==> config.mk <==
export PLATFORM = sky130hd
export DESIGN_NAME = md_issue_ctrl
export DESIGN_NICKNAME = d
export VERILOG_FILES = /design/src/rtl/md_issue_ctrl_pkg.sv /design/src/rtl/md_lat_cnt.sv /design/src/rtl/md_issue_ctrl.sv
export SDC_FILE = /design/constraint.sdc
export NUM_CORES = 1
export LEC_CHECK = 0
export CORE_ASPECT_RATIO = 0.9
export CORE_MARGIN = 5
export CORE_UTILIZATION = 30
export CTS_BUF_LIST = sky130_fd_sc_hd__clkbuf_8
export DETAILED_ROUTE_END_ITERATION = 16
export GPL_ROUTABILITY_DRIVEN = 0
export HOLD_SLACK_MARGIN = 0.02
export SETUP_SLACK_MARGIN = 0.05
export SLEW_MARGIN = 5
export SYNTH_ARGS = -nofsm -noshare
export SYNTH_HDL_FRONTEND = slang
export SYNTH_SLANG_ARGS = --single-unit
==> constraint.sdc <==
create_clock -name Clk -period 4.15 [get_ports Clk]
set_input_delay 0.415 -clock Clk [delete_from_list [all_inputs] [get_ports Clk]]
set_output_delay 0.415 -clock Clk [all_outputs]
set_load 0.005 [all_outputs]
==> src/rtl/md_issue_ctrl_pkg.sv <==
// Shared encodings and defaults for the multiply/divide issue controller.
// The ERR state exists only when MD_BUSY_CHECK_EN is defined.
package md_issue_ctrl_pkg;

   localparam logic [1:0] MD_MULTU = 2'b00;
   localparam logic [1:0] MD_MULT  = 2'b01;
   localparam logic [1:0] MD_DIVU  = 2'b10;
   localparam logic [1:0] MD_DIV   = 2'b11;

   localparam int unsigned MUL_LAT_DEF = 5;
   localparam int unsigned DIV_LAT_DEF = 10;

`ifdef MD_BUSY_CHECK_EN
   typedef enum logic [1:0] {StIdle, StBusyMul, StBusyDiv, StErr} md_state_e;
`else
   typedef enum logic [1:0] {StIdle, StBusyMul, StBusyDiv} md_state_e;
`endif

   // Clamp a latency parameter into the 4-bit counter range 1..15.
   function automatic logic [3:0] lat4(input int unsigned lat);
      if (lat == 0) begin
         return 4'd1;
      end else if (lat > 15) begin
         return 4'd15;
      end else begin
         return 4'(lat);
      end
   endfunction

endpackage

==> src/rtl/md_lat_cnt.sv <==
// Busy-latency counter: load, decrement saturating at zero, last-cycle detect.
module md_lat_cnt (
   input  logic       Clk,
   input  logic       Rst,
   input  logic       load,
   input  logic [3:0] lat,
   input  logic       dec,
   output logic [3:0] cnt,
   output logic       last
);

   logic [3:0] cnt_q;

   always_ff @(posedge Clk or posedge Rst) begin
      if (Rst) begin
         cnt_q <= 4'd0;
      end else if (load) begin
         cnt_q <= lat;
      end else if (dec && cnt_q != 4'd0) begin
         cnt_q <= cnt_q - 4'd1;
      end
   end

   assign cnt  = cnt_q;
   assign last = (cnt_q == 4'd1);

endmodule

==> src/rtl/md_issue_ctrl.sv <==
// Issue/stall control for the E-stage multiply/divide unit.
// Optional busy cross-check against the unit enabled by MD_BUSY_CHECK_EN.
module md_issue_ctrl
   import md_issue_ctrl_pkg::*;
#(
   parameter int unsigned MUL_LAT = MUL_LAT_DEF,
   parameter int unsigned DIV_LAT = DIV_LAT_DEF
) (
   input  logic       Clk,
   input  logic       Rst,
   input  logic       IsMd,
   input  logic       IsMt,
   input  logic       IsMf,
   input  logic [1:0] OpIn,
   input  logic       HiLoIn,
   input  logic       Flush,
   input  logic       BusyIn,
   output logic       Start,
   output logic [1:0] Op,
   output logic       We,
   output logic       HiLo,
   output logic       Stall,
   output logic       Err
);

   localparam logic [3:0] MulLat4 = lat4(MUL_LAT);
   localparam logic [3:0] DivLat4 = lat4(DIV_LAT);

   md_state_e  state_q, state_d;
   logic       idle, busy;
   logic [3:0] cnt;
   logic       cnt_last;

   assign idle = (state_q == StIdle);
   assign busy = (state_q == StBusyMul) || (state_q == StBusyDiv);

   // Rst gating keeps strobes quiet even while the inputs are still active.
   assign Start = IsMd & idle & ~Flush & ~Rst;
   assign We    = IsMt & ~IsMd & idle & ~Flush & ~Rst;
   assign Stall = (IsMd | IsMt | IsMf) & ~idle & ~Rst;
   assign Op    = OpIn;
   assign HiLo  = HiLoIn;

   md_lat_cnt u_lat_cnt (
      .Clk  (Clk),
      .Rst  (Rst),
      .load (Start),
      .lat  (OpIn[1] ? DivLat4 : MulLat4),
      .dec  (busy),
      .cnt  (cnt),
      .last (cnt_last)
   );

`ifdef MD_BUSY_CHECK_EN
   logic start_q, err_q, mismatch;

   // The unit may still report busy on the cycle right after an issue edge.
   assign mismatch = (busy & ~BusyIn & (cnt != 4'd0)) | (idle & BusyIn & ~start_q);
   assign Err      = err_q;
`else
   logic unused_chk;

   assign unused_chk = ^{BusyIn, cnt};
   assign Err        = 1'b0;
`endif

   always_comb begin
      state_d = state_q;
      unique case (state_q)
         StIdle: begin
            if (Start) begin
               state_d = OpIn[1] ? StBusyDiv : StBusyMul;
            end
         end
         StBusyMul, StBusyDiv: begin
            if (cnt_last) begin
               state_d = StIdle;
            end
         end
         default: state_d = state_q;
      endcase
`ifdef MD_BUSY_CHECK_EN
      if (mismatch) begin
         state_d = StErr;
      end
`endif
   end

   always_ff @(posedge Clk or posedge Rst) begin
      if (Rst) begin
         state_q <= StIdle;
`ifdef MD_BUSY_CHECK_EN
         start_q <= 1'b0;
         err_q   <= 1'b0;
`endif
      end else begin
         state_q <= state_d;
`ifdef MD_BUSY_CHECK_EN
         start_q <= Start;
         if (mismatch) begin
            err_q <= 1'b1;
         end
`endif
      end
   end

endmodule

* Word level (Yosys, flattened, before mapping)
Cells that the tools add are included.
Storage, ports and cells: bits in registers 6, input bits 10, logic and storage cells 38
Cells by class: $add $sub $neg 1, eq/ne operators 5, mux-type cells 7, bitwise gates (word level) 15, reductions and logical operators 8
Operators by type and width (number):
- $mux W4 | 3
- $and A1 B1 Y1 | 9
- $mux W2 | 3
- $eq A4 B1 Y1 const B | 1
- $ne A2 B2 Y1 const B | 2
- $not A1 Y1 | 4
- $pmux W2 S2 | 1
- $reduce_bool A2 Y1 | 2
- $reduce_bool A4 Y1 | 1
- $sub A4 B1 Y4 const B | 1
- $reduce_and A3 Y1 | 1
- $eq A2 B1 Y1 const B | 1
- $eq A2 B2 Y1 const B | 1
- $logic_not A2 Y1 | 1
- $or A1 B1 Y1 | 2
- $reduce_or A2 Y1 | 1
- $logic_and A1 B1 Y1 | 1
- $logic_or A1 B1 Y1 | 1

* Longest topological paths before layout
Gate-level depths: netlist of the first run.
word-level depth 6, depth in mapped cells 6, depth with buffers taken out 6

* Modules after synthesis
A second synthesis of the first run with hierarchy kept.
Second synthesis, totals: cells, all modules 58, area, all modules 504.2 um^2
Modules (own cells, without submodules):
- md_lat_cnt | times used 1, cells each 30, area each 286.5 um^2
- md_issue_ctrl | times used 1, cells each 28, area each 217.7 um^2

* Worst setup path before layout of the first run
Ideal clock, no wire load.
path kind flip-flop to flip-flop, start point register u_lat_cnt.cnt_q[0] (netlist: u_lat_cnt.cnt[0]), end point register u_lat_cnt.cnt_q[0] (netlist: u_lat_cnt.cnt[0]), setup time 0.120 ns, arrival time 1.449 ns, slack 2.581 ns, stages on the path, launching flop included 6, path buffers 0, period minus slack after synthesis 1.569 ns, path through dfrtp_1 > inv_1 > ha_1 > or3b_4 > a211o_1 > and3_1
Between the ends: word-level cells in the longest chain between the ends 3, elaborated cells on any way between the ends 6, those cells by class add/sub (1); mux (2); reduce/logical (3)
RTL lines:
- start: declaration | RTL line md_lat_cnt.sv:12 | logic [3:0] cnt_q;
- start signal: assignment | RTL line md_lat_cnt.sv:18 | cnt_q <= lat;
- start signal: assignment | RTL line md_lat_cnt.sv:20 | cnt_q <= cnt_q - 4'd1;
- $sub A4 B1 Y4 / $reduce_bool A4 Y1 (equally long branches) | RTL line md_lat_cnt.sv:20, md_lat_cnt.sv:19
- $mux W4 / $logic_and A1 B1 Y1 (equally long branches) | RTL line md_lat_cnt.sv:19 | end else if (dec && cnt_q != 4'd0) begin
- $mux W4 / $reduce_bool A2 Y1 (equally long branches)
Parallel ways exist; a longest one is shown, timed or not. The select of a mux whose other input is x is not followed. A chain may end at the register's enable or synchronous reset.

* Worst setup path after layout of the first run
start point input port Rst, end point output port Start
Between the ends: word-level cells in the longest chain between the ends 2
RTL lines:
- start: declaration | RTL line md_issue_ctrl.sv:10 | input logic Rst,
- $not A1 Y1 | RTL line md_issue_ctrl.sv:38 | assign Start = IsMd & idle & ~Flush & ~Rst;
- $and A1 B1 Y1 | RTL line md_issue_ctrl.sv:38
- end: declaration | RTL line md_issue_ctrl.sv:18 | output logic Start,
Every way passes these cells.

==> impl_metrics.py, run 1 <==
metrics = {
    "run_status": {
        "status": "finished, final reports clean",
    },
    "clock_tree": {
        "cts_tree": "yes",
        "cts_hold_buffers": 0,
        "clk_pin_slew_ns": 0.04,
        "cts_setup_buffers": 0,
        "cts.sinks": 6,
        "ctsResizeCount": 0,
        "insertion_delay_ns": 0.23,
        "cts_root_buffer": "clkbuf_8",
        "clk_path_buf_depth": 2,
        "numCtsBuffers": 3,
        "htree_levels": 1,
    },
    "timing": {
        "period_needed_ns": 2.48,
        "timing.final.crit_share_pct": 59.8,
        "whs_ns": 0.507,
        "skew_ns": 0.00185,
        "clock.fmax_ghz": 0.403,
        "rsz0062_at_grt": "no",
        "setup_violations": 0,
        "fin_tns_setup_ns": 0,
        "hold_viol_final": 0,
        "drv_slew": 0,
    },
    "global_routing": {
        "grt_max_degree": 12,
        "overflow": 0,
        "grt_pass1_wl_um": 1640,
        "antenna_found_initial": 0,
        "grt_pass1_vias": 371,
        "grt_use_total_pct": 9.59,
    },
    "floorplanning": {
        "dieArea_mm2": 0.00239,
        "boundaryPins": 17,
        "core_mm2": 0.00145,
        "initial_utilization_pct": 31.4,
        "die_y_um": 46.9,
        "rows": 13,
        "fp.dieW_um": 51.0,
    },
    "power": {
        "irDropWorstVdd_mv": 0.138,
        "power_density_mw_per_mm2": 277,
        "p_leak_nw": 0.267,
        "finalPower_uw": 160,
    },
    "synthesis": {
        "ys_top_cells_by_area": "dfrtp_1 (33%), ha_1 (8.3%), buf_4 (6.6%)",
        "netlist_instances": 52,
        "synth_xor_area_share_pct": 0,
        "avgSynthCellArea_um2": 8.73,
        "synth_edf_count": 0,
        "yosys.area_share.simple_pct": 27.5,
        "synth-adder-area-share_pct": 8.26,
        "yosys_warnings": 0,
        "async_flop_share_pct": 100,
        "netlist_area_um2": 454,
        "ys_seq_area_share_pct": 33.1,
        "synth_flop_cell": "dfrtp_1",
        "netlist.area_leader.share_pct": 33.1,
        "synth_top_area_cell": "dfrtp_1",
        "ys_seq_elements": 6,
        "synth_top_family_by_area": "simple AND/OR/NAND/NOR gates",
        "synthesis.nets": 65,
        "synth_common_cells": "dfrtp_1 (6), inv_1 (6), buf_4 (4)",
        "muxShareOfSynthArea_pct": 2.20,
        "synth-compound-area-share_pct": 15.4,
        "synthDistinctLibCells": 27,
    },
    "worst_setup_path": {
        "path_class": "in2out",
        "cp_slowest_cell": "clkdlybuf4s50_1",
        "worst_r2r_path_depth": 5,
        "arrival_ns": 2.07,
        "critPathCaptureType": "output pin",
        "crit_chain": "clkdlybuf4s50_1, nand4bb_1, inv_1, clkdlybuf4s50_1",
        "r2r_start": "state_q[1]",
        "ff2ff_setup_slack_ns": 2.47,
        "start_kind": "input port",
        "r2r_end": "u_lat_cnt.cnt[3]",
        "required_ns": 3.73,
        "worstPathMaxFanout": 7,
        "path_common_cell": "clkdlybuf4s50_1",
        "max_stage_delay_ns": 0.54,
    },
    "final_layout": {
        "finalNetCount": 75,
        "drive_gt1_share_pct": 10.0,
        "n_antenna_cell": 0,
        "area_growth_pct": 27.5,
        "finalNonFillerCells": 75,
    },
    "detailed_routing": {
        "vias": 390,
        "drc": 0,
        "ant_nets": 0,
        "drt_iter0_drc": 8,
        "vias_per_cell": 5.20,
        "first_pass_iters": 4,
        "totalWireLength_um": 953,
        "wire_per_inst_um": 12.7,
    },
    "placement": {
        "place_hpwl_um": 706,
        "port_buffers": 10,
        "place_inst": 72,
    },
    "worst_hold_path": {
        "hp-class": "in2async",
    },
    "flow_run": {
        "drv_cap": 0,
    },
}
logic make-up (layout without fill, tap and decap cells):
logic type,Yosys count,in the layout
flops,6,6
compound gates,10,10
fa+ha+maj,3,3
buf+inv,11,19
other cells,1,1
simple gates,20,20
mux,1,1
per-layer routing:
metal | vias to the layer above | share of wire [%] | track usage [%]
li1 | 202 | - | -
met1 | 172 | 49 | 11.1
met2 | 12 | 37 | 13.4
met3 | 4 | 9.2 | 3.49
met4 | 0 | 4.0 | 10.2
met5 | - | 0 | 0
state kept, by name (all words and copies together), names as in the netlist:
name,cells
state_q,2
u_lat_cnt.cnt,4
cell type report:
cell class,instances,area [um^2]
Clock buffer,3,41.3
Fill cell,145,868
Inverter,6,22.5
Multi-Input combinational cell,35,246
Sequential cell,6,150
Tap cell,15,18.8
Timing Repair Buffer,10,100
worst max-delay path: cells and delay by family:
kind | cells | cell delay (ns)
buffers and inverters | 3 | 1.26
AND/OR/NAND/NOR | 1 | 0.39
report_power, final:
group / internal, mW / switching, mW / leakage, nW
clock network: 0.0625 / 0.0272 / 0.0216
registers: 0.0588 / 0 / 0.0629
logic: 0.00768 / 0.00433 / 0.182
total: 0.129 / 0.0315 / 0.267
how the worst max path moves through the flow:
stage,from,endpoint,slack [ns],cells past startpoint
2_1_floorplan,u_lat_cnt.cnt[0],u_lat_cnt.cnt[0],2.58,5
5_1_grt,Rst,Start,1.57,4
4_1_cts,Rst,Start,1.67,4
3_5_place_dp,Rst,Start,1.69,4
3_3_place_gp,Rst,Start,1.67,4
6_report,Rst,Start,1.67,4
per-stage QoR:
stage / worst slack, ns / utilization [%] / area, um^2
after floorplan: 2.58 / - / 454
after global placement: 1.67 / 37.2 / 538
after detailed placement: 1.69 / 37.2 / 538
after CTS: 1.67 / 40.0 / 579
after global routing: 1.57 / 40.0 / 579
final: 1.67 / 40.0 / 579
placed cells by master, fill, tap and decap left out, types with 2 or more instances in the layout:
| cell | n |
|---|---|
| a21oi_1 | 3 |
| clkbuf_8 | 3 |
| clkdlybuf4s50_1 | 10 |
| dfrtp_1 | 6 |
| ha_1 | 3 |
| inv_1 | 6 |
| nand2_1 | 3 |
| nand3_1 | 3 |
| nor2_1 | 3 |
| nor3_1 | 2 |
| o311ai_0 | 2 |
Note: power is estimated with default switching activity, not from simulation.
==> run 2: changes to the inputs <==
==> constraint.sdc (replaced) <==
create_clock -name Clk -period 2.36 [get_ports Clk]
set_input_delay 0.236 -clock Clk [delete_from_list [all_inputs] [get_ports Clk]]
set_output_delay 0.236 -clock Clk [all_outputs]
set_load 0.005 [all_outputs]
==> run 2 against run 1 <==
Wire length shrank 1.9%; register-to-register slack lost 1.8 ns; clock skew grew 0.0016 ns; cell area grew 1.3%; first-iteration DRC count shrank 50%; clock power grew 74%; sequential share of layout area shrank 0.33 points; combinational power grew 72%; highest routed layer unchanged.
==> impl_metrics.py, run 2 (synthesis gave the netlist of run 1 again) <==
metrics = {
    "worst_setup_path": {
        "start_kind": "flop",
        "crit_buf_inv": 3,
        "max_stage_delay_ns": 0.54,
        "r2r_start": "u_lat_cnt.cnt[0]",
        "crit_path_start": "state_q[0]",
        "path_common_cell": "inv_1",
        "cp_top_family": "buffers and inverters",
        "worst_r2r_path_depth": 5,
        "crit_chain": "inv_1, ha_1, nand4bb_1, inv_1, clkdlybuf4s50_1",
        "arrival_ns": 1.80,
        "required_ns": 2.12,
        "critPathCaptureType": "output pin",
        "critPathCapture": "Start",
        "ff2ff_setup_slack_ns": 0.68,
        "worstPathMaxFanout": 6,
        "path_class": "reg2out",
        "r2r_end": "u_lat_cnt.cnt[0]",
        "cp.depth": 5,
        "cp_slowest_cell": "clkdlybuf4s50_1",
    },
    "clock_tree": {
        "cts_tree": "yes",
        "insertion_delay_ns": 0.23,
        "numCtsBuffers": 3,
        "cts_root_buffer": "clkbuf_8",
        "cts_hold_buffers": 0,
        "htree_levels": 1,
        "clk_path_buf_depth": 2,
        "cts_setup_buffers": 0,
        "ctsResizeCount": 0,
        "clk_pin_slew_ns": 0.04,
        "cts.sinks": 6,
    },
    "global_routing": {
        "grt_use_total_pct": 8.70,
        "grt_max_degree": 12,
        "grt_pass1_wl_um": 1440,
        "grt_pass1_vias": 347,
        "overflow": 0,
        "antenna_found_initial": 0,
    },
    "final_layout": {
        "finalNetCount": 76,
        "drive_gt1_share_pct": 11.5,
        "final_cell_mix": "clkdlybuf4s50_1 (10), inv_1 (6), dfrtp_1 (6)",
        "area_growth_pct": 29.2,
        "layout_commonest_cell": "clkdlybuf4s50_1",
        "n_fill_cell": 146,
        "largest_reg_flops": 4,
        "n_antenna_cell": 0,
    },
    "detailed_routing": {
        "ant_nets": 0,
        "drt_iter0_drc": 4,
        "first_pass_iters": 4,
        "wire_per_inst_um": 12.3,
        "drc": 0,
        "vias_per_cell": 5.12,
        "totalWireLength_um": 935,
        "vias": 389,
    },
    "timing": {
        "fin_tns_setup_ns": 0,
        "hold_viol_final": 0,
        "setup_ws_ns": 0.321,
        "rsz0062_at_grt": "no",
        "clock.fmax_ghz": 0.490,
        "skew_ns": 0.00345,
        "drv_slew": 0,
        "timing.final.crit_share_pct": 86.4,
        "setup_violations": 0,
        "period_needed_ns": 2.04,
    },
    "placement": {
        "place_ws_ns": 0.471,
        "port_buffers": 10,
        "place_hpwl_um": 702,
    },
    "run_status": {
        "status": "finished, final reports clean",
    },
    "floorplanning": {
        "dieArea_mm2": 0.00239,
        "core_mm2": 0.00145,
        "rows": 13,
        "fp.dieW_um": 51.0,
        "boundaryPins": 17,
        "die_y_um": 46.9,
        "initial_utilization_pct": 31.4,
    },
    "power": {
        "p_leak_nw": 0.271,
        "irDropWorstVdd_mv": 0.386,
        "power_density_mw_per_mm2": 477,
    },
    "flow_run": {
        "drv_cap": 0,
    },
    "worst_hold_path": {
        "hp-class": "in2async",
    },
}
==> run 2: final cells by class <==
type                       count  area [um^2]  area share (%)
tap                           15         18.8            3.20
clock buffer                   3         41.3            7.04
inverter                       6         22.5            3.84
timing repair buffer          11          108            18.3
sequential                     6          150            25.6
multi-input combinational     35          246            42.0
==> run 2: layer usage <==
layer,part of all wire (%),wire length (um),vias up,track usage (%)
li1,-,-,202,-
met4,1.1,10,0,5.38
met2,43,400,13,13.4
met1,44,415,172,9.00
met3,12,108,2,5.71
met5,0,0,-,0
==> run 2: worst min-delay path by stage <==
stage | depth (start not counted) | end | startpoint | slack [ns]
after floorplan | 1 | state_q[0] | Rst | 0.03
after global placement | 0 | HiLo | HiLoIn | 0.47
after detailed placement | 0 | HiLo | HiLoIn | 0.47
after CTS | 2 | state_q[0] | Rst | 0.33
after global routing | 2 | state_q[0] | Rst | 0.35
final | 2 | state_q[0] | Rst | 0.31
==> run 2: metrics by stage <==
stage	hold slack (ns)	utilization [%]	cells	cell area [um^2]	total power [mW]
final	0.312	40.5	76	587	0.280
after global routing	0.351	40.5	76	587	0.290
after CTS	0.330	40.5	76	587	0.285
after detailed placement	0.472	37.7	73	546	0.126
after floorplan	0.0270	-	52	454	0.114
after global placement	0.472	37.7	73	546	0.126
==> run 2: power breakdown <==
group	total (mW)	switching [mW]	internal (mW)
registers	0.103	0	0.103
clock network	0.156	0.0461	0.110
logic	0.0207	0.00726	0.0135
